$ cat src/rtl/alu_arbitro_if.sv
// Requester-side handshake bundle for alu_arbitro: one instance per client.
// The requester (master) drives req/sel/a/b; the arbiter (slave) returns gnt/done/res/err.
interface alu_arbitro_if #(
    parameter int WIDTH = 4,
    parameter int SELW  = 4
);
    logic             req;
    logic [SELW-1:0]  sel;
    logic [WIDTH-1:0] a;
    logic [WIDTH-1:0] b;
    logic             gnt;
    logic             done;
    logic [WIDTH-1:0] res;
    logic             err;

    modport master (
        output req, sel, a, b,
        input  gnt, done, res, err
    );

    modport slave (
        input  req, sel, a, b,
        output gnt, done, res, err
    );
endinterface

$ cat src/rtl/alu_arbitro.sv
// Two-requester round-robin arbiter/sequencer for a shared combinational ALU.
// Operands are registered onto the ALU, the result is captured one cycle later.
module alu_arbitro #(
    parameter int WIDTH  = 4,
    parameter int SELW   = 4,
    parameter int MAX_OP = 8
) (
    input  logic             clk,
    input  logic             rst_n,
    alu_arbitro_if.slave     rq0,
    alu_arbitro_if.slave     rq1,
    output logic [WIDTH-1:0] alu_A,
    output logic [WIDTH-1:0] alu_B,
    output logic [SELW-1:0]  alu_sel,
    input  logic [WIDTH-1:0] alu_C,
    output logic             busy
);

    localparam logic [SELW-1:0] MAX_SEL = SELW'(MAX_OP);

    typedef enum logic [1:0] {
        IDLE,
        EXEC,
        RESP
    } state_t;

    state_t state;
    logic   owner;
    logic   last;
    logic   illegal;

    logic             win_valid;
    logic             winner;
    logic [SELW-1:0]  win_sel;
    logic [WIDTH-1:0] win_a;
    logic [WIDTH-1:0] win_b;

    // On a tie the requester that was not served last wins.
    always_comb begin
        win_valid = rq0.req | rq1.req;
        winner    = 1'b0;
        if (rq0.req && rq1.req) begin
            winner = ~last;
        end else if (rq1.req) begin
            winner = 1'b1;
        end
        win_sel = winner ? rq1.sel : rq0.sel;
        win_a   = winner ? rq1.a   : rq0.a;
        win_b   = winner ? rq1.b   : rq0.b;
    end

    always_ff @(posedge clk or negedge rst_n) begin
        if (!rst_n) begin
            state    <= IDLE;
            owner    <= 1'b0;
            last     <= 1'b1;
            illegal  <= 1'b0;
            alu_A    <= '0;
            alu_B    <= '0;
            alu_sel  <= '0;
            busy     <= 1'b0;
            rq0.gnt  <= 1'b0;
            rq0.done <= 1'b0;
            rq0.res  <= '0;
            rq0.err  <= 1'b0;
            rq1.gnt  <= 1'b0;
            rq1.done <= 1'b0;
            rq1.res  <= '0;
            rq1.err  <= 1'b0;
        end else begin
            case (state)
                IDLE: begin
                    if (win_valid) begin
                        owner <= winner;
                        // Illegal opcodes leave the ALU registers untouched.
                        if (win_sel <= MAX_SEL) begin
                            alu_A   <= win_a;
                            alu_B   <= win_b;
                            alu_sel <= win_sel;
                            illegal <= 1'b0;
                        end else begin
                            illegal <= 1'b1;
                        end
                        if (winner) begin
                            rq1.gnt <= 1'b1;
                        end else begin
                            rq0.gnt <= 1'b1;
                        end
                        busy  <= 1'b1;
                        state <= EXEC;
                    end
                end

                EXEC: begin
                    rq0.gnt <= 1'b0;
                    rq1.gnt <= 1'b0;
                    if (owner) begin
                        rq1.res  <= illegal ? '0 : alu_C;
                        rq1.err  <= illegal;
                        rq1.done <= 1'b1;
                    end else begin
                        rq0.res  <= illegal ? '0 : alu_C;
                        rq0.err  <= illegal;
                        rq0.done <= 1'b1;
                    end
                    last  <= owner;
                    state <= RESP;
                end

                RESP: begin
                    rq0.done <= 1'b0;
                    rq1.done <= 1'b0;
                    busy     <= 1'b0;
                    state    <= IDLE;
                end

                default: begin
                    busy  <= 1'b0;
                    state <= IDLE;
                end
            endcase
        end
    end

endmodule
$ cat src/flat_wrapper.sv
// flat-port wrapper written by rule: the top's interface ports become plain ports
module alu_arbitro_flat 
#(
    parameter int WIDTH  = 4,
    parameter int SELW   = 4,
    parameter int MAX_OP = 8
)
  (clk, rst_n, alu_A, alu_B, alu_sel, alu_C, busy, rq0_req, rq0_sel, rq0_a, rq0_b, rq0_gnt, rq0_done, rq0_res, rq0_err, rq1_req, rq1_sel, rq1_a, rq1_b, rq1_gnt, rq1_done, rq1_res, rq1_err);
  alu_arbitro_if #(.WIDTH(WIDTH), .SELW(SELW)) rq0_i ();
  alu_arbitro_if #(.WIDTH(WIDTH), .SELW(SELW)) rq1_i ();
  input  logic clk;
  input  logic rst_n;
  output logic [WIDTH-1:0] alu_A;
  output logic [WIDTH-1:0] alu_B;
  output logic [SELW-1:0] alu_sel;
  input  logic [WIDTH-1:0] alu_C;
  output logic busy;
  input wire logic [$bits(rq0_i.req)-1:0] rq0_req;
  input wire logic [$bits(rq0_i.sel)-1:0] rq0_sel;
  input wire logic [$bits(rq0_i.a)-1:0] rq0_a;
  input wire logic [$bits(rq0_i.b)-1:0] rq0_b;
  output wire logic [$bits(rq0_i.gnt)-1:0] rq0_gnt;
  output wire logic [$bits(rq0_i.done)-1:0] rq0_done;
  output wire logic [$bits(rq0_i.res)-1:0] rq0_res;
  output wire logic [$bits(rq0_i.err)-1:0] rq0_err;
  input wire logic [$bits(rq1_i.req)-1:0] rq1_req;
  input wire logic [$bits(rq1_i.sel)-1:0] rq1_sel;
  input wire logic [$bits(rq1_i.a)-1:0] rq1_a;
  input wire logic [$bits(rq1_i.b)-1:0] rq1_b;
  output wire logic [$bits(rq1_i.gnt)-1:0] rq1_gnt;
  output wire logic [$bits(rq1_i.done)-1:0] rq1_done;
  output wire logic [$bits(rq1_i.res)-1:0] rq1_res;
  output wire logic [$bits(rq1_i.err)-1:0] rq1_err;
  assign rq0_i.req = rq0_req;
  assign rq0_i.sel = rq0_sel;
  assign rq0_i.a = rq0_a;
  assign rq0_i.b = rq0_b;
  assign rq0_gnt = rq0_i.gnt;
  assign rq0_done = rq0_i.done;
  assign rq0_res = rq0_i.res;
  assign rq0_err = rq0_i.err;
  assign rq1_i.req = rq1_req;
  assign rq1_i.sel = rq1_sel;
  assign rq1_i.a = rq1_a;
  assign rq1_i.b = rq1_b;
  assign rq1_gnt = rq1_i.gnt;
  assign rq1_done = rq1_i.done;
  assign rq1_res = rq1_i.res;
  assign rq1_err = rq1_i.err;
  alu_arbitro #(.WIDTH(WIDTH), .SELW(SELW), .MAX_OP(MAX_OP)) u_core (.clk(clk), .rst_n(rst_n), .rq0(rq0_i), .rq1(rq1_i), .alu_A(alu_A), .alu_B(alu_B), .alu_sel(alu_sel), .alu_C(alu_C), .busy(busy));
endmodule
$ cat config.mk
export PLATFORM = sky130hd
export DESIGN_NAME = alu_arbitro_flat
export DESIGN_NICKNAME = d
export VERILOG_FILES = /design/src/rtl/alu_arbitro_if.sv /design/src/rtl/alu_arbitro.sv /design/src/flat_wrapper.sv
export SDC_FILE = /design/constraint.sdc
export NUM_CORES = 1
export LEC_CHECK = 0
export CAP_MARGIN = 20
export CORE_MARGIN = 2
export CORE_UTILIZATION = 44
export CTS_BUF_LIST = sky130_fd_sc_hd__clkbuf_2 sky130_fd_sc_hd__clkbuf_4 sky130_fd_sc_hd__clkbuf_8
export CTS_CLUSTER_DIAMETER = 40
export DETAILED_ROUTE_END_ITERATION = 16
export PLACE_DENSITY_LB_ADDON = 0.25
export SYNTH_ARGS = -nofsm -noshare
export SYNTH_HDL_FRONTEND = slang
export SYNTH_SLANG_ARGS = --single-unit
$ cat constraint.sdc
create_clock -name clk -period 1.9 [get_ports clk]
set_input_delay 0.475 -clock clk [delete_from_list [all_inputs] [get_ports clk]]
set_output_delay 0.475 -clock clk [all_outputs]
set_load 0.05 [all_outputs]
==> summary.txt <==
CTS tree - yes
pwr dens - 1847 mW/mm^2
Yosys reg bits - 32
remaining antenna violation count - 0
Synth area leader - dfrtp_1
total gr overflow - 0
post-synthesis mux area share - 0.2082
Post-Syn Area - 0.001460 mm^2
Yosys cell types - 24
number of antenna violations at the first check in global routing - 0
Crit-path slowest cell - clkdlybuf4s50_1
Die Footprint - 0.003795 mm^2
Core ar. - 0.003103 mm^2
number of top-level pins - 59
crit path DAT - 2.03 ns
Pre-Repair DR Iteration Count - 4
maximum clock path buffer count - 2
Initial Utilization - 0.4706
placed inst area - 0.002076 mm^2
status - complete, no violations
largest net degree at the start of global routing - 33
gpl congestion - 0.6964
Reg2Reg Depth - 5
delay-heaviest family, CP - buffers and inverters
adder-cell area share of the yosys netlist - 0
WP buf/inv - 3
via count - 1,141
CP cell instances - clkdlybuf4s50_1, nor3_1, buf_4, mux2i_4, o2bb2ai_4, buf_12, mux2_2
Final HPWL DP - 2517 um
sequential share of the synthesized area - 0.5493
P&R area growth vs syn - 50.73%
drt wl/cell - 14.27 um
Setup CP Type - primary input to register
Synth Area in XOR/XNOR - 0
skew final - 0.003957 ns
vias in the first global route - 1,214
Tcrit/Tclk final - 0.9574
antenna fix cells - 0
fin nets - 225
Clk Latency, worst-skew pair - 0.32 ns
PortBufs - 58
Post-Syn Instances - 123
Worst setup SP type - primary input
Final Cell Area - 0.002201 mm^2
Yosys top cell area share - 0.5313
R2R Setup Slk - 0.17 ns
Synth Area in Compound Gates - 0.1028
P_leak - 0.001029 uW
max-slew violations - 0
DRC - 0
Final Hold Slack - 0.4924 ns
Setup Buffers After CTS - 0
TritonCTS buffer count - 5
Max VDD drop - 1.188 mV
Synth Area in Simple Gates - 0.09169
Slew HR - 0.7293
critical path required time - 2.11 ns
main area contributors after synthesis - dfrtp_1, mux2_2, mux2_4
WP depth - 7
global-route wire length before repair - 5678 um
Critical Path End - u_core.alu_sel[2]$_DFFE_PN0P_
GRT Total Usage - 0.2109
die width - 61.61 um
DIE HEIGHT - 61.61 um
Iter 0 DRT Violations - 37
Critical Path Max Stage Delay - 0.43 ns
Crit. Startpoint - rq0_sel[1]
Worst setup EP type - register
maximum clock frequency - 0.5497 GHz
Slew @ Worst Pin - 0.4060 ns
syn_nets - 155
Syn. warnings - 0
row count - 20
clock slew seen by the registers of the worst setup and hold paths - 0.09 ns
H-tree lvl count - 2
worst r2r src - u_core.state[0]$_DFFE_PN0N_
root buffer cell - clkbuf_4
Mean Syn Cell Area - 11.87 um^2
drt total wl - 3382 um
Critical R2R Capture - u_core.alu_sel[2]$_DFFE_PN0P_
CTS sink count - 32
Final min period - 1.819 ns
Final Setup Violations - 0
unrepaired setup endpoints after global routing - false
HP Class - register to register
max_cap viols - 0
Vias/cell - 4.814
crit path max fanout - 6
largest family of logic cells by synthesized area - multiplexers
Hold Violations, Final - 0
cts hold-fix bufs - 0
share of cells above drive strength 1 - 0.3834
## cell families (layout without fill, tap and decap cells)
group / count (synthesis) / in the layout
flip-flops: 32 / 32
AND/OR/NAND/NOR: 31 / 31
AO/OA/AOI/OAI: 23 / 23
multiplexers: 23 / 23
buffers and inverters: 14 / 84
## how the worst min path moves through the flow
stage                                        startpoint                            end  cells after the start
final                        u_core.rq1.err$_DFFE_PN0P_     u_core.rq1.err$_DFFE_PN0P_                      2
after global routing         u_core.rq1.err$_DFFE_PN0P_     u_core.rq1.err$_DFFE_PN0P_                      2
after CTS                    u_core.rq1.err$_DFFE_PN0P_     u_core.rq1.err$_DFFE_PN0P_                      2
after detailed placement     u_core.rq1.err$_DFFE_PN0P_     u_core.rq1.err$_DFFE_PN0P_                      2
after global placement    u_core.rq1.res[0]$_DFFE_PN0P_  u_core.rq1.res[0]$_DFFE_PN0P_                      2
after floorplan                                   rst_n    u_core.alu_A[0]$_DFFE_PN0P_                      0
## final cells by class
type	instances	area (um^2)
clock buffer	7	65.06
sequential	32	802.0
timing repair buffer	69	625.6
multi-input combinational	77	623.1
tap	44	55.05
inverter	8	30.03
fill	250	902.1
## metrics by stage
stage                     utilization  setup WS, ns  TNS (ns)  total power [uW]  instances
after global placement         0.6690       -0.3328    -3.424              3500        229
after global routing           0.7093       0.02402         0              4310        237
after CTS                      0.7077       0.04851         0              4085        237
after floorplan                     -        0.1403         0              2820        123
after detailed placement       0.6690       -0.4156    -4.295              3571        229
final                          0.7093       0.08094         0              4064        237
## sequential cells by signal, summed over array words and instances, names as in the netlist
name and flops:
u_core.alu_sel 4, u_core.busy 1, u_core.alu_A 4, u_core.alu_B 4, u_core.rq1.err 1, u_core.rq0.err 1
u_core.rq0.gnt 1, u_core.rq1.done 1, u_core.rq0.res 4, u_core.illegal 1, u_core.state 2, u_core.rq1.res 4
u_core.rq1.gnt 1, u_core.owner 1, u_core.last 1, u_core.rq0.done 1
## cell usage in the layout, fill, tap and decap left out, drive strengths merged, types with 2 or more instances in the layout
master	instances
nand2	18
inv	8
clkbuf	7
dlygate4sd2	2
clkdlybuf4s50	29
nor3	2
mux2	22
nor2	6
o31ai	2
nand2b	2
dfrtp	31
o21ai	16
nor2b	2
buf	38
## where the power goes
| part | internal, uW | total, uW | leakage [uW] | switching, uW |
|---|---|---|---|---|
| logic | 906 | 2420 | 0.000602 | 1510 |
| clock network | 210 | 424 | 0.0000374 | 215 |
| registers | 1010 | 1220 | 0.000389 | 209 |
| total | 2130 | 4060 | 0.00103 | 1940 |
## worst min-delay path, stage by stage (launching register included)
cell and delay (ns):
dfrtp_1 0.36, nand2_1 0.05, o21ai_0 0.06
## per-layer routing
layer  vias to the layer above  GRT usage  share of wire
met3                         5    0.07143          0.065
met1                       534     0.2507           0.40
met2                        46     0.3654           0.52
met4                         0    0.05471         0.0086
li1                        556          -              -
met5                         -          0              0
## synth_stat cells
master	instances
dfrtp_1	31
nand2_1	18
o21ai_0	15
mux2_2	13
mux2_4	9
inv_1	8
nor2_1	5
buf_2	2
buf_6	2
clkbuf_1	2
nand2b_1	2
nor2b_1	2
nor3_1	2
o31ai_1	2
a21bo_1	1
a21oi_1	1
a2bb2oi_1	1
and2_1	1
dfstp_2	1
mux2i_4	1
nor2_2	1
o21ai_1	1
o2bb2ai_2	1
o32ai_2	1
## repair_timing
item / in CTS / in global routing
endpoints found under the setup margin: 11 / 2
gates cloned: 1 / 0
resized for setup: 7 / 1
pin swaps: 2 / 1
Note: power is estimated with default switching activity, not from simulation.
==> RTL change (config.mk and constraints unchanged) <==
`SELW` is set to 4 in 3 places; all go to 5.
--- a/src/rtl/alu_arbitro_if.sv
+++ b/src/rtl/alu_arbitro_if.sv
@@ -3,5 +3,5 @@
 interface alu_arbitro_if #(
     parameter int WIDTH = 4,
-    parameter int SELW  = 4
+    parameter int SELW  = 5
 );
     logic             req;
--- a/src/rtl/alu_arbitro.sv
+++ b/src/rtl/alu_arbitro.sv
@@ -3,5 +3,5 @@
 module alu_arbitro #(
     parameter int WIDTH  = 4,
-    parameter int SELW   = 4,
+    parameter int SELW   = 5,
     parameter int MAX_OP = 8
 ) (
--- a/src/flat_wrapper.sv
+++ b/src/flat_wrapper.sv
@@ -3,5 +3,5 @@
 #(
     parameter int WIDTH  = 4,
-    parameter int SELW   = 4,
+    parameter int SELW   = 5,
     parameter int MAX_OP = 8
 )
Ports: changed (resized alu_sel, rq0_sel and rq1_sel); port bits go from 59 to 62. No check against the original RTL was run, so the function may have changed too.
==> RTL change against the unedited design <==
Wire length is 1.6% higher. Power decreased by 5.8%. Worst hold slack barely moved. Setup slack worse by 0.017 ns. Sequential cell count increased by 1. Non-clock buffer count up 5. Design area increased by 1.6%. Area after synthesis rose by 2.2%. Highest routed layer unchanged.
==> RTL change: results (changes against the unedited design) <==
Largest net degree at the start of global routing -> 34 (+3.0%)
Post-Syn Nets -> 176 (+14%)
Initial DRC count -> 77 (+110%)
Met1 wire length -> 1420 um (+4.6%)
Worst hold start -> u_core.rq1.res[3]
Worst slack, placed -> -0.457 ns (-0.0414 ns)
Post-placement cell count -> 257 (+12%)
Synth warnings -> 0 (unchanged)
Arr. time, crit path -> 2.08 ns (+0.05 ns)
Layout net count -> 253 (+12%)
Fmax -> 545 MHz (-0.94%)
# diodes -> 0 (unchanged)
Worst Skew -> 0.00982 ns (+0.00586 ns)
Clk_lat worst skew -> 0.34 ns (+0.02 ns)
WL met3 -> 270 um (+23%)
Detailed Place HPWL -> 2620 um (+4.0%)
Area after DPL -> 2170 sq um (+4.6%)
Synthesized instance count -> 142 (+15%)
Maximum vdd drop -> 893 uV (-25%)
Grt met2 use -> 0.317 (-0.0488)
CTS HTree Levels -> 2 (unchanged)
Reg-to-reg slack, setup -> 0.06 ns (-0.11 ns)
Via Count -> 1271 (+11%)
HP Class -> reg -> reg
Layout cells sized above 1 -> 0.300 (-0.0834)
Root buffer cell -> clkbuf_4
Clk pin slew, worst setup/hold paths -> 0.11 ns (+0.02 ns)
All-Layer GR Usage -> 0.195 (-0.0159)
Initial antenna violation count -> 0 (unchanged)
Setup crit start -> u_core.last
Met3 usage -> 0.0815 (+0.0101)
CTS buffer count -> 5 (unchanged)
Leakage -> 1.09 nW (+5.8%)
Worst slew margin -> 0.733 (+0.00390)
Port bufs -> 61 (+5.2%)
Ranking of synthesized cells by area -> dfrtp_1 54%, nand2_1 11%, mux2_4 9.1%, o21ai_0 3.4%, mux2_2 3.0%
Final WL -> 3440 um (+1.6%)
Top Metal Used -> met4
Compound-Gate Fraction of Synth Area -> 0.127 (+0.0246)
Hold endpoint -> u_core.rq1.res[3]
Outcome -> finished, final reports clean
Post-CTS Setup Repair Bufs -> 0 (unchanged)
Synth cell count leaders -> 43 x nand2_1, 32 x dfrtp_1, 10 x o21ai_0, 9 x mux2_4, 6 x nor2_1
Longest Clk Path Bufs -> 2 (unchanged)
R2R cell count -> 5 (unchanged)
Portion of netlist area occupied by mux cells -> 0.127 (-0.0808)
Final cell count without fillers -> 266 (+12%)
First-pass GRT wire length -> 5760 um (+1.5%)
M1 GR Usage -> 0.235 (-0.0157)
Final GP Congestion -> 0.734 (+5.3%)
CTS resizes -> 3 (-4)
FFs w/ async S/R, synth -> 1.00 (unchanged)
Synth unique cells -> 25 (+4.2%)
Vias in the first global route -> 1214 (unchanged)
Top FF cell, synth -> dfrtp_1
Largest fanout on the critical path -> 12 (+6)
Crit path to -> u_core.alu_B[0]
Register area share after synthesis -> 0.554 (+0.00479)
Met2 WL -> 1690 um (-4.4%)
[RTL change: layout make-up]
class,count,area (sq um)
repair buffers,74,648
fillers,264,1050
clock inverters,3,17.5
flip-flops and latches,33,827
well taps,46,57.6
multi-input cells,101,634
clock buffers,5,37.5
inverters,4,15.0
[RTL change: power breakdown]
part           switching (mW)  internal [mW]  total, mW  leakage [nW]
registers               0.224           1.02       1.24         0.404
clock network           0.247          0.139      0.386        0.0310
logic                    1.40          0.802       2.20         0.653
[RTL change: worst max-delay path: stages (launching register included)]
cell and delay [ns]:
dfstp_2 0.59, a21bo_4 0.15, mux2_4 0.30, o211a_1 0.24, buf_12 0.16, mux2_4 0.30
[RTL change: stage by stage]
step | hold WS [ns] | power, mW | utilization
after floorplan | 0.179 | 2.72 | -
after global placement | 0.463 | 3.40 | 0.661
after detailed placement | 0.474 | 3.47 | 0.661
after CTS | 0.498 | 3.86 | 0.679
after global routing | 0.532 | 4.05 | 0.681
final | 0.492 | 3.83 | 0.681
